===== config.mk =====
export PLATFORM = sky130hd
export DESIGN_NAME = seg7_scan_driver
export DESIGN_NICKNAME = d
export VERILOG_FILES = /design/src/rtl/seg7_scan_driver.sv
export SDC_FILE = /design/constraint.sdc
export NUM_CORES = 1
export LEC_CHECK = 0
export CORE_MARGIN = 2
export CORE_UTILIZATION = 56
export DETAILED_ROUTE_END_ITERATION = 12
export PLACE_DENSITY = 0.89
export SKIP_LAST_GASP = 1
export SLEW_MARGIN = 20
export SYNTH_ARGS = -nofsm -noshare
export SYNTH_HDL_FRONTEND = slang
export SYNTH_SLANG_ARGS = --single-unit

===== constraint.sdc =====
create_clock -name clk -period 2.8 [get_ports clk]
set_input_delay 0.56 -clock clk [delete_from_list [all_inputs] [get_ports clk]]
set_output_delay 0.56 -clock clk [all_outputs]
set_load 0.03 [all_outputs]

===== src/rtl/seg7_scan_driver.sv =====
// Four-digit multiplexed common-anode 7-segment driver with a frame-synchronous double buffer.
// an/seg are registered one cycle behind the scan index; the input side has no backpressure.
module seg7_scan_driver #(
  parameter int DIV      = 100000,
  parameter bit BLANK_LZ = 1'b1
) (
  input  logic        clk,
  input  logic        rst,
  input  logic [15:0] value_in,
  input  logic        neg_in,
  input  logic        err_in,
  input  logic        load,
  output logic        pending,
  output logic [6:0]  seg,
  output logic [3:0]  an,
  output logic        dp
);

  localparam int CW = (DIV > 2) ? $clog2(DIV) : 1;
  typedef logic [CW-1:0] cnt_t;
  localparam cnt_t CNT_LAST = cnt_t'(DIV - 1);

  localparam logic [6:0] SEG_BLANK = 7'h7F;
  localparam logic [6:0] SEG_MINUS = 7'b0111111;
  localparam logic [6:0] SEG_E     = 7'b0000110;
  localparam logic [6:0] SEG_R     = 7'b0101111;

  typedef struct packed {
    logic [15:0] val;
    logic        neg;
    logic        err;
  } disp_t;

  cnt_t        cnt_q, cnt_d;
  logic [1:0]  idx_q, idx_d;
  disp_t       shadow_q, shadow_d;
  disp_t       active_q, active_d;
  logic        pend_q, pend_d;
  logic [3:0]  an_q, an_d;
  logic [6:0]  seg_q, seg_d;

  logic        slot_end;
  logic        frame_end;
  disp_t       incoming;

  logic [3:0]  nib;
  logic [6:0]  glyph;
  logic        hi3_zero, hi2_zero, hi1_zero;
  logic        blank;

  function automatic logic [6:0] hex_glyph(input logic [3:0] n);
    logic [6:0] g;
    case (n)
      4'h0: g = 7'b1000000;
      4'h1: g = 7'b1111001;
      4'h2: g = 7'b0100100;
      4'h3: g = 7'b0110000;
      4'h4: g = 7'b0011001;
      4'h5: g = 7'b0010010;
      4'h6: g = 7'b0000010;
      4'h7: g = 7'b1111000;
      4'h8: g = 7'b0000000;
      4'h9: g = 7'b0010000;
      4'hA: g = 7'b0001000;
      4'hB: g = 7'b0000011;
      4'hC: g = 7'b1000110;
      4'hD: g = 7'b0100001;
      4'hE: g = 7'b0000110;
      default: g = 7'b0001110;
    endcase
    return g;
  endfunction

  // Scan timebase
  always_comb begin
    slot_end  = (cnt_q == CNT_LAST);
    frame_end = slot_end && (idx_q == 2'd3);
    cnt_d     = slot_end ? '0 : cnt_q + cnt_t'(1);
    idx_d     = slot_end ? idx_q + 2'd1 : idx_q;
  end

  // Double buffer: the shadow collects loads, the active copy only changes at frame end.
  always_comb begin
    incoming.val = value_in;
    incoming.neg = neg_in;
    incoming.err = err_in;
    shadow_d     = shadow_q;
    active_d     = active_q;
    pend_d       = pend_q;
    if (load) begin
      shadow_d = incoming;
    end
    if (frame_end) begin
      if (load) begin
        active_d = incoming;
      end else if (pend_q) begin
        active_d = shadow_q;
      end
      pend_d = 1'b0;
    end else if (load) begin
      pend_d = 1'b1;
    end
  end

  // Digit content for the slot currently selected by idx_q
  always_comb begin
    case (idx_q)
      2'd0:    nib = active_q.val[3:0];
      2'd1:    nib = active_q.val[7:4];
      2'd2:    nib = active_q.val[11:8];
      default: nib = active_q.val[15:12];
    endcase

    // With a minus sign in d3, the top nibble no longer takes part in zero suppression.
    hi3_zero = !active_q.neg && (active_q.val[15:12] == 4'h0);
    hi2_zero = (active_q.neg || (active_q.val[15:12] == 4'h0)) && (active_q.val[11:8] == 4'h0);
    hi1_zero = hi2_zero && (active_q.val[7:4] == 4'h0);

    glyph = hex_glyph(nib);
    blank = 1'b0;
    if (active_q.err) begin
      case (idx_q)
        2'd3:    blank = 1'b1;
        2'd2:    glyph = SEG_E;
        default: glyph = SEG_R;
      endcase
    end else begin
      case (idx_q)
        2'd3: begin
          if (active_q.neg) begin
            glyph = SEG_MINUS;
          end else begin
            blank = BLANK_LZ && hi3_zero;
          end
        end
        2'd2:    blank = BLANK_LZ && hi2_zero;
        2'd1:    blank = BLANK_LZ && hi1_zero;
        default: blank = 1'b0;
      endcase
    end

    an_d  = blank ? 4'b1111 : ~(4'b0001 << idx_q);
    seg_d = blank ? SEG_BLANK : glyph;
  end

  always_ff @(posedge clk or posedge rst) begin
    if (rst) begin
      cnt_q    <= '0;
      idx_q    <= 2'd0;
      shadow_q <= '0;
      active_q <= '0;
      pend_q   <= 1'b0;
      an_q     <= 4'b1111;
      seg_q    <= SEG_BLANK;
    end else begin
      cnt_q    <= cnt_d;
      idx_q    <= idx_d;
      shadow_q <= shadow_d;
      active_q <= active_d;
      pend_q   <= pend_d;
      an_q     <= an_d;
      seg_q    <= seg_d;
    end
  end

  assign pending = pend_q;
  assign an      = an_q;
  assign seg     = seg_q;
  assign dp      = 1'b1;

endmodule


======== Yosys cells after proc, flatten, opt, wreduce, memory -nomap -nowiden ========
Memory sizes are Yosys's and may differ from the RTL's.
Index checks and enable logic that the tools add are counted.
Widths: inputs -> output; s select.
operators by class
  equal/unequal tests ..................... 4
  reductions and logical operators ........ 13
  multiplexer cells ....................... 16
  shift-type cells ........................ 1
  bitwise operators ....................... 1
  add/sub/neg operators ................... 2
operators with widths
  operator               number
  $mux 18                2
  $mux 7                 4
  $add 17x1->17 const B  1
  $eq 17x17->1 const B   1
  $mux 17                1
  $pmux 7 s2             1
  $logic_not 4->1        3
  $pmux 4 s3             1
  $mux 1                 5
  $eq 2x2->1 const B     2
  $logic_and 1x1->1      4
  $mux 4                 1
  $not 4->4              1
  $reduce_bool 2->1      2
  $shl 1x2->4 const A    1
  $pmux 1 s3             1
  $add 2x1->2 const B    1
  $eq 2x1->1 const B     1
  $logic_not 2->1        1
  $reduce_and 2->1       1
  $logic_not 1->1        1
  $logic_or 1x1->1       1
word-level totals
  memories ................................ 1
  output and inout bits ................... 13
  memory bits (read-only) ................. 112
  register bits after elaboration ......... 67
  input port bits ......................... 21
  logic and storage cells ................. 49
memory list
  name              depth  bits a word  rd ports  clocked after memory_dff  write ports  RTL line  text
  (name not given)  16     7            1         0                         0            53        case (n)

======== Longest topological paths before layout ========
  word-level depth ........................ 7
  gate-level depth with buffers ........... 11
  gate-level depth less buffers ........... 10

======== Worst setup path after synthesis ========
OpenSTA, ideal clock, no wires.
  path type ............................... register to register
  start ................................... reg idx_q[0]
  end ..................................... reg seg_q[3], in the netlist seg[3]
  buffers on the path ..................... 2
  slack ................................... 549 ps
  clock period less this slack ............ 2251 ps
  required time ........................... 2723 ps
  cell stages (with the launch flop) ...... 11
  data arrival time ....................... 2175 ps
  setup time .............................. 77 ps
  cell sequence ........................... dfrtp_1 > ha_1 > clkbuf_1 > clkbuf_1 > a21oi_1 > a21o_1 > inv_1 > ha_1 > mux2_2 > mux2_2 > a21o_1
between the ends
  longest elaborated chain between the ends .. 7
  elaborated cells between the ends (all ways) .. 14
  classes of those cells .................. eq/ne (3); mux (9); reduce/logical (1); memory (1)
RTL lines
  what                                      RTL line       text
  start, declared                           35             logic [1:0] idx_q, idx_d;
  start signal, assigned                    157            idx_q <= idx_d;
  $eq 2x2->1, or another cell as far along  107, 122, 128
  $pmux 4 s3                                107            case (idx_q)
  $mem_v2 16x7                              -
  $mux 7                                    130            if (active_q.neg) begin
  $mux 7                                    128            case (idx_q)
  $mux 7                                    121            if (active_q.err) begin
  $mux 7 *                                  143            seg_d = blank ? SEG_BLANK : glyph;
  net seg_d[3]                              40             logic [6:0] seg_q, seg_d;
  end signal, assigned                      162            seg_q <= seg_d;
  end, declared                             40
Mark *: on every way through the listed nets, which the timed path passes. The rest lies on a longest branch.
A chain may end at the register's enable or synchronous reset.

======== Worst setup path after layout ========
Same ends and word-level chain as after synthesis.

==> metrics.csv <==
stage;metric;value;unit
job;maxCapViolCount;0;
sta;holdWs;0.483;ns
floorplanning;die_area;0.00630;mm²
grt;grt_max_degree;32;
setup_path;critPathMaxStageDelay;0.41;ns
grt;antenna_found_initial;0;
power_and_ir_drop;p_clk_frac;0.476;
sta;max_freq;388;MHz
setup_path;critical_path.cell_chain;inv_1, ha_1, a222oi_1, mux2_2, inv_1, ha_1, mux2_2, mux2_2, a21o_1;
sta;finClkSkew;0.00640;ns
setup_path;required;3.08;ns
setup_path;critical-path-top-delay-family;multiplexers;
sta;tns;0;ns
synthesis;synth_area;0.00318;mm²
synthesis;synth_cells;256;
cts;cts_resized;0;
placed_design;portBuffers;32;
placed_design;post_dp_cell_area;0.00356;mm²
synthesis;syn_avg_cell_area;12.4;µm²
power_and_ir_drop;switching_share;0.213;
setup_path;critPathKind;register to register;
synthesis;synth-seq-cells;67;
drt;firstDrtPassIters;4;
setup_path;r2r_setup_slack;0.22;ns
power_and_ir_drop;p_comb_frac;0.047;
layout;antenna_cells;0;
grt;grt_pass1_wl;9830;µm
worst_hold_path;hold_class;register to register;
cts;cts_max_path_buffers;2;
setup_path;cp_max_fo;5;
synthesis;synth_edf_count;0;
setup_path;reg2regPathDepth;9;
layout;fill_cells;366;
cts;holdBufCountCts;0;
sta;rsz0062_at_grt;false;
synthesis;synth-main-ff-cell;dfrtp_1;
cts;cts_tree;built;
drt;drt-wirelength-per-cell;15.3;µm
drt;first_iter_violations;113;
floorplanning;rows;27;
setup_path;crit_top_cell;mux2_2;
sta;min_period;2.58;ns
worst_hold_path;min_path_cells;1;
cts;clk_latency;0.35;ns
power_and_ir_drop;finalPower;2090;µW
sta;hold_viol;0;
layout;fin_area;0.00381;mm²
drt;vias;2050;
power_and_ir_drop;power.switching;446;µW
grt;grtUsageTotal;0.207;
layout;drive_gt1_frac;0.262;
cts;cts.clk_slew.worst_paths;0.08;ns
layout;area_delta_synth_final;19.8;%
cts;cts_buffers;9;
drt;wl;5650;µm
cts;cts_setup_buffers;0;
power_and_ir_drop;p_leak;0.00170;µW
cts;numClockSinks;67;
synthesis;async_flop_share;1.00;
setup_path;end_kind;register;
layout;nets;325;
drt;drcViolationCount;0;
setup_path;crit_slowest_cell;a222oi_1;
power_and_ir_drop;power_frac_seq;0.478;
setup_path;critical_path_depth;9;
floorplanning;core_area;0.00551;mm²
drt;viasPerCell;5.54;
drt;ant_nets;0;
synthesis;synthDistinctLibCells;47;
outcome;status;finished clean;
cts;cts-root-buf;clkbuf_8;
power_and_ir_drop;powerDensity;548;mW/mm²
sta;period_share;0.921;
floorplanning;io_pins;34;
synthesis;ys_warn_count;0;
sta;relSlewSlack;0.550;
synthesis;synth_seq_area_share;0.531;
floorplanning;start_util;0.578;
grt;grt_pass1_vias;2171;
floorplanning;dieHeight;79.4;µm
floorplanning;die_width;79.4;µm
sta;setup_ws;0.220;ns
cts;htreeDepth;3;
power_and_ir_drop;peakVddDrop;0.380;mV
placed_design;place_congestion;0.862;
setup_path;critPathBufInv;2;
sta;worstMarginPinSlew;0.661;ns
sta;slew_viol_final;0;
placed_design;post-dp-hpwl;3960;µm
grt;overflow;0;
placed_design;place_ws;0.254;ns
setup_path;cp-start-kind;register;
sta;setup-violations-final;0;
synthesis;synth_fp_nets;288;
power_and_ir_drop;intPower;1650;µW
setup_path;cp.arrival;2.86;ns
==> cells by family after synthesis <==
| group | after synthesis | share of synthesized area |
|---|---|---|
| AO/OA/AOI/OAI | 30 | 0.0668 |
| XOR/XNOR | 16 | 0.0440 |
| buffers and inverters | 24 | 0.0401 |
| adder cells (fa/ha/maj) | 11 | 0.0432 |
| other | 1 | 0.00118 |
| multiplexers | 45 | 0.169 |
| AND/OR/NAND/NOR | 62 | 0.104 |
| flip-flops | 67 | 0.531 |
==> layout by cell type (no fill, tap or decap), types with 4 or more instances in the layout <==
| cell type | n |
|---|---|
| inv_1 | 12 |
| mux2_4 | 10 |
| nand2_1 | 13 |
| o21ai_0 | 5 |
| clkbuf_8 | 9 |
| nor2_1 | 16 |
| mux2_2 | 31 |
| dfrtp_1 | 56 |
| ha_1 | 11 |
| xor2_1 | 7 |
| xnor2_1 | 9 |
| buf_4 | 4 |
| clkdlybuf4s50_1 | 32 |
| nand3_1 | 7 |
| a21o_1 | 4 |
| a21oi_1 | 5 |
| dfstp_2 | 11 |
==> metrics by stage <==
step                      std cells  utilization
after detailed placement        354        0.647
after global placement          354        0.647
after global routing            370        0.693
after CTS                       370        0.692
after floorplan                 256            -
final                           370        0.693
==> layout make-up <==
type / count / area, µm² / share of cell area
Clock buffer: 9 / 124 / 0.0325
Clock inverter: 7 / 121 / 0.0318
Inverter: 13 / 48.8 / 0.0128
Multi-Input combinational cell: 165 / 1370 / 0.359
Sequential cell: 67 / 1690 / 0.443
Tap cell: 72 / 90.1 / 0.0236
Timing Repair Buffer: 37 / 370 / 0.0971
==> synthesized netlist by cell type (2+ instances only) <==
cell / count / share of area
a222oi_1: 3 / 0.0094
buf_2: 2 / 0.0031
buf_6: 2 / 0.0071
ha_1: 11 / 0.043
nand4_1: 3 / 0.0059
clkbuf_1: 4 / 0.0047
o211ai_1: 2 / 0.0047
a21o_1: 4 / 0.0094
a22oi_1: 2 / 0.0047
mux2i_1: 4 / 0.013
nor4_1: 3 / 0.0059
a21oi_1: 5 / 0.0079
nand3_1: 7 / 0.011
xnor2_1: 9 / 0.025
nand2b_1: 3 / 0.0059
o21ai_0: 5 / 0.0079
and3_1: 2 / 0.0039
mux2_4: 10 / 0.047
mux2_2: 31 / 0.11
o21bai_1: 2 / 0.0047
or4_1: 3 / 0.0071
inv_1: 13 / 0.015
dfstp_2: 11 / 0.091
nand2_1: 13 / 0.015
nor2_1: 16 / 0.019
xor2_1: 7 / 0.019
nor2b_1: 2 / 0.0039
dfrtp_1: 56 / 0.44
nor3_1: 3 / 0.0047
==> worst paths after layout <==
check | start | to
setup / recovery | idx_q[0] | seg[3]
hold / removal | cnt_q[0] | cnt_q[0]
setup reg to reg | idx_q[0] | seg[3]
hold reg to reg | cnt_q[0] | cnt_q[0]
max in group asynchronous | rst | seg[6]
min in group asynchronous | rst | shadow_q[17]
==> power groups by stage <==
stage | sequential, µW | clock (µW) | combinational, µW
after floorplan | 1020 | 0 | 53.8
after global placement | 1020 | 0 | 96.2
after detailed placement | 1020 | 0 | 98.8
after CTS | 1000 | 1010 | 99.7
after global routing | 1000 | 1050 | 108
final | 999 | 995 | 97.4
==> registers in the layout (all words and copies together), names as in the netlist <==
| signal | cells |
|---|---|
| cnt_q | 17 |
| pending | 1 |
| seg | 7 |
| idx_q | 2 |
| shadow_q | 18 |
| an | 4 |
| active_q | 18 |
==> worst register-to-register path, cell delays in order, from the launching register on <==
cell and delay, ns:
dfrtp_1 0.39, inv_1 0.11, ha_1 0.30, a222oi_1 0.41, mux2_2 0.27, inv_1 0.10, ha_1 0.21, mux2_2 0.25
mux2_2 0.27, a21o_1 0.18
==> metal layers <==
metal  vias to the layer above  share of wire  global-route usage
li1                        975              -                   -
met1                      1018           0.46               0.253
met2                        46           0.48               0.353
met3                        11          0.038              0.0407
met4                         0          0.022               0.102
met5                         -              0                   0
Note: power is estimated with default switching activity, not from simulation.
